--- config.mk ---
export PLATFORM = sky130hd
export DESIGN_NAME = serializer_ctrl
export DESIGN_NICKNAME = d
export VERILOG_FILES = /design/src/rtl/serdes_pkg.sv /design/src/rtl/word_counter.sv /design/src/rtl/serializer_ctrl.sv
export SDC_FILE = /design/constraint.sdc
export NUM_CORES = 1
export LEC_CHECK = 0
export CAP_MARGIN = 40
export CORE_AREA = 2 2 39 41
export CTS_CLUSTER_SIZE = 12
export DETAILED_ROUTE_END_ITERATION = 10
export DIE_AREA = 0 0 41 43
export SLEW_MARGIN = 15
export SYNTH_ARGS = -nofsm -noshare
export SYNTH_HDL_FRONTEND = slang
export SYNTH_HIERARCHICAL = 1
export SYNTH_SLANG_ARGS = --single-unit
export TNS_END_PERCENT = 5
--- constraint.sdc ---
create_clock -name clk -period 1.39 [get_ports clk]
set_input_delay 0.139 -clock clk [delete_from_list [all_inputs] [get_ports clk]]
set_output_delay 0.139 -clock clk [all_outputs]
set_load 0.01 [all_outputs]
--- src/rtl/serdes_pkg.sv ---
// Shared types and constants for the serializer control slice.
// Holds the two-state FSM encoding, the handshake signal width and the
// mux-select width helper used to size the word counter.
package serdes_pkg;

  // Controller states: IDLE waits for a parallel message, SEND walks its words.
  typedef enum logic {
    IDLE = 1'b0,
    SEND = 1'b1
  } serializer_state_t;

  // Width of every valid/ready/enable handshake signal.
  localparam int unsigned HS_W = 1;

  // Narrowest select the mux may have, even for single-word messages.
  localparam int unsigned SEL_W_MIN = 1;

  // Select width for a message of n words, never below SEL_W_MIN.
  function automatic int sel_width(input int n);
    int w;
    w = (n > 1) ? $clog2(n) : 0;
    return (w > int'(SEL_W_MIN)) ? w : int'(SEL_W_MIN);
  endfunction

endpackage

--- src/rtl/word_counter.sv ---
// Word index counter for the serializer: clear or increment, SEL_W bits wide.
// Latency: count updates on the clock edge after clr/inc is presented.
// Backpressure: none of its own; the controller holds inc low to stall.
//
// Ports:
//   clk   - clock, all updates on rising edge
//   reset - synchronous active-low reset, forces count to 0
//   clr   - return count to 0 (wins over inc)
//   inc   - advance count by one
//   count - current word index
module word_counter #(
  parameter int SEL_W = 3
) (
  input  logic             clk,
  input  logic             reset,
  input  logic             clr,
  input  logic             inc,
  output logic [SEL_W-1:0] count
);

  // The controller only raises inc below the last index, so no wrap guard
  // is needed here; the addition stays exactly SEL_W bits wide.
  always_ff @(posedge clk) begin
    if (!reset) begin
      count <= '0;
    end else if (clr) begin
      count <= '0;
    end else if (inc) begin
      count <= count + SEL_W'(1);
    end
  end

endmodule

--- src/rtl/serializer_ctrl.sv ---
// Serializer control: accepts a parallel message, then emits N_WORDS serial words.
// Latency: first word valid one cycle after acceptance; message period N_WORDS+1.
// Backpressure: send_rdy=0 freezes state and mux_sel; recv_rdy is low throughout SEND.
//
// Ports:
//   clk       - clock, all state changes on rising edge
//   reset     - synchronous active-low reset
//   recv_val  - upstream parallel message valid
//   recv_rdy  - controller can accept a parallel message (high only in IDLE)
//   en_reg    - load enable for the datapath parallel register (recv_val & recv_rdy)
//   mux_sel   - index of the word driven to the serial output
//   send_last - (only with SERIALIZER_CTRL_LAST_EN) final word of the message
//   send_val  - serial word valid downstream
//   send_rdy  - downstream accepts the serial word
//
// Build option: define SERIALIZER_CTRL_LAST_EN to add the send_last output.
module serializer_ctrl
  import serdes_pkg::*;
#(
  parameter int N_WORDS = 8,
  parameter int SEL_W   = sel_width(N_WORDS)
) (
  input  logic             clk,
  input  logic             reset,
  input  logic [HS_W-1:0]  recv_val,
  output logic [HS_W-1:0]  recv_rdy,
  output logic [HS_W-1:0]  en_reg,
  output logic [SEL_W-1:0] mux_sel,
`ifdef SERIALIZER_CTRL_LAST_EN
  output logic             send_last,
`endif
  output logic [HS_W-1:0]  send_val,
  input  logic [HS_W-1:0]  send_rdy
);

  localparam logic [SEL_W-1:0] LAST_CNT = SEL_W'(N_WORDS - 1);

  serializer_state_t state;
  serializer_state_t state_nxt;

  logic [SEL_W-1:0] cnt;
  logic             cnt_clr;
  logic             cnt_inc;
  logic             last_word;

  word_counter #(
    .SEL_W (SEL_W)
  ) u_word_counter (
    .clk   (clk),
    .reset (reset),
    .clr   (cnt_clr),
    .inc   (cnt_inc),
    .count (cnt)
  );

  always_ff @(posedge clk) begin
    if (!reset) begin
      state <= IDLE;
    end else begin
      state <= state_nxt;
    end
  end

  assign last_word = (cnt == LAST_CNT);

  always_comb begin
    state_nxt = state;
    cnt_clr   = 1'b0;
    cnt_inc   = 1'b0;
    recv_rdy  = '0;
    send_val  = '0;
    mux_sel   = '0;
    case (state)
      IDLE: begin
        recv_rdy = '1;
        if (recv_val != '0) begin
          state_nxt = SEND;
          cnt_clr   = 1'b1;
        end
      end
      SEND: begin
        // recv_val is deliberately ignored here: no overlap between messages.
        send_val = '1;
        mux_sel  = cnt;
        if (send_rdy != '0) begin
          if (last_word) begin
            // Returning to IDLE costs a cycle, giving the N_WORDS+1 period.
            state_nxt = IDLE;
            cnt_clr   = 1'b1;
          end else begin
            cnt_inc = 1'b1;
          end
        end
      end
    endcase
  end

  assign en_reg = recv_val & recv_rdy;

`ifdef SERIALIZER_CTRL_LAST_EN
  assign send_last = (state == SEND) && last_word;
`endif

endmodule

==> out/qor.csv <==
stage,metric,value,unit
cells_and_area,fin nets,44,
place,Placed Area,334,um2
run,Max Cap Viol,0,
place,# port buffers,9,
route,total length of routed wires,443,um
cells_and_area,number of inserted diodes,0,
floorplan,core area,1380,um2
sta,fin crit share,94.0,%
cts,cts bufs inserted,3,
place,post-DP HPWL,351,um
floorplan,die width,41,um
cts,worst-skew pair later-pin latency,230,ps
sta,final worst path period need,1310,ps
cts,TritonCTS clock tree,done,
worst_setup_path,Critical Path End Type,output pin,
cts,Clk Tree Root Cell,clkbuf_4,
synth,Mapped Cells,24,
floorplan,Top-Level Pins,10,
synth,top-count cell post-synth,dfxtp_1,
worst_setup_path,CP max FO,10,
synth,"Top FF cell, synth",dfxtp_1,
synth,XOR/XNOR share of the synthesized area,4.05,%
global_routing,antenna violations before repair,0,
cells_and_area,synthesis-to-layout area growth,66.5,%
synth,post-synthesis sequential area ratio,37.0,%
synth,cell taking the most area after synthesis,dfxtp_1,
global_routing,largest net degree at the start of global routing,11,
synth,mux contribution to synthesized area,4.62,%
sta,clk_skew,0.162,ps
floorplan,die area,1760,um2
route,Via Count,208,
global_routing,gr ovfl total,0,
cells_and_area,cell area after layout,360,um2
outcome,status,"finished, final reports clean",
worst_setup_path,CP Class,flop to output pin,
route,Avg WL per Cell,8.36,um
sta,"Hold Vio Cnt, Final",0,
floorplan,Core Rows,14,
global_routing,vias in the first global route,187,
synth,largest family of logic cells by synthesized area,simple AND/OR/NAND/NOR gates,
worst_hold_path,Hold WC Path Type,input port to flop,
cells_and_area,fillers,150,
route,Pre-Repair DR Iteration Count,2,
sta,Slew Limit Headroom,91.7,%
place,Final Wtd Congestion,0.684,
synth,simple-gate share of the synthesized area,30.6,%
worst_setup_path,CP arrival,1170,ps
synth,synthesized flop and latch total,4,
synth,adder-cell share of the synthesized area,5.78,%
cts,cts hold-fix bufs,0,
power,peak supply drop,201,uV
synth,post-synthesis async set-or-reset flop share,0,%
cells_and_area,Reg area,85.1,um2
synth,syn_nets,29,
synth,"Cell Area, Synth",216,um2
worst_setup_path,R2R depth,5,
power,total chip power,314,uW
cells_and_area,Post-Route Utilization,26.0,%
sta,Final Slew Violations,0,
cts,Num Clock Sinks,4,
worst_setup_path,Worst Setup Start Kind,flop,
sta,unrepaired setup endpoints after global routing,no,
sta,Max Fclk,0.765,GHz
power,pwr/cell area,872,nW/um2
synth,share of the synthesized area in the top cell type,37.0,%
synth,ranking of synthesized cells by area,"dfxtp_1 (37%), and2_2 (10%), ha_1 (5.8%)",
floorplan,Starting Density,15.6,%
power,Leak,0.000177,uW
cells_and_area,Multi-input gate area,133,um2
cts,Clock Tree Buf Depth,2,
cts,"Clk pin slew, worst setup/hold paths",40,ps
synth,library cells used by synthesis,17,
route,Remaining DRCs,0,
synth,compound-cell area share of the yosys netlist,16.2,%
route,DR vias/cell,3.92,
synth,most common library cells after synthesis,"dfxtp_1 (4), and2_2 (3), nor2_1 (3)",
sta,Tightest Pin Transition,121,ps
global_routing,Global Route Usage Sum,6.42,%
worst_setup_path,WP data required,1250,ps
floorplan,Die Y,43,um
synth,"Avg Cell Area, Syn",9.02,um2
route,antenna-violating nets left,0,
synth,Synth Warn #,6,
global_routing,first-pass GRT wire length,690,um
cts,htree depth,1,
synth,Post-synth EDFFs,0,
sta,# setup viols final,0,
worst_hold_path,hold path cells,3,
route,Iteration-0 DRC Markers,2,
cells_and_area,share of layout cells above drive strength 1,27.0,%
-- cell families after synthesis --
group,Yosys count
adder cells (fa/ha/maj),1
XOR/XNOR,1
AND/OR/NAND/NOR,11
buffers and inverters,1
AO/OA/AOI/OAI,5
multiplexers,1
flip-flops,4
-- registers in the layout, indices dropped and copies added, names as in the netlist --
register,cells
u_word_counter/count,3
state,1
-- where the power goes --
| group | total (uW) | switching, uW | leakage (uW) | internal, uW |
|---|---|---|---|---|
| logic | 45.0 | 17.1 | 0.000129 | 27.9 |
| clock network | 144 | 47.0 | 0.0000138 | 96.6 |
| registers | 126 | 6.58 | 0.0000336 | 119 |
-- per-stage QoR --
stage               setup TNS (ps)  setup WS [ps]  hold slack, ps  std cells
floorplan                        0            243             247         24
global placement             -41.2          -41.2             535         50
detailed placement           -59.9          -59.9             545         50
CTS                          -44.0          -44.0             494         53
global route                     0           39.1             521         53
finish                           0           82.8             505         53
-- path summary, 6_finish.rpt --
kind / from / to / slack [ps]
max: state$_SDFF_PN0_ / recv_rdy / 80
max reg2reg: u_word_counter/count[2]$_SDFFE_PP0P_ / u_word_counter/count[1]$_SDFFE_PP0P_ / 290
min reg2reg: state$_SDFF_PN0_ / state$_SDFF_PN0_ / 510
min: reset / state$_SDFF_PN0_ / 500
-- what timing repair did --
action                                  in CTS  in global routing
endpoints found under the hold margin        0                  0
endpoints found under the setup margin       6                  1
buffers inserted                             0                  0
pin swaps                                    0                  0
gates resized for setup                      6                  1
-- worst max-delay path, cell delays in order (launching register included) --
cell	delay (ps)
dfxtp_4	360
inv_1	50
clkdlybuf4s50_1	520
-- layout by cell type, fill, tap and decap left out, drive strengths merged --
master         instances
a21bo                  1
a21oi                  1
a31o                   1
a31oi                  1
and2                   3
and3                   1
buf                    1
clkbuf                 3
clkdlybuf4s50          5
dfxtp                  4
dlygate4sd2            3
dlymetal6s2s           1
ha                     1
inv                    1
mux2i                  1
nand2                  1
nand2b                 1
nand3b                 1
nor2                   3
nor2b                  1
o21ai                  1
xnor2                  1
-- area by class of cell --
| type | count | area share (%) |
|---|---|---|
| multi-input combinational | 19 | 36.8 |
| timing repair buffer | 10 | 26.7 |
| sequential | 4 | 23.6 |
| clock buffer | 3 | 6.25 |
| tap | 16 | 5.56 |
| inverter | 1 | 1.04 |
-- layer usage --
layer	wire length (um)	part of all wire (%)	track usage, %
met1	216	49	6.73
met2	188	42	7.81
met3	38	8.6	3.14
met4	0	0	8.00
met5	0	0	0
(Power assumes the default switching activity.)
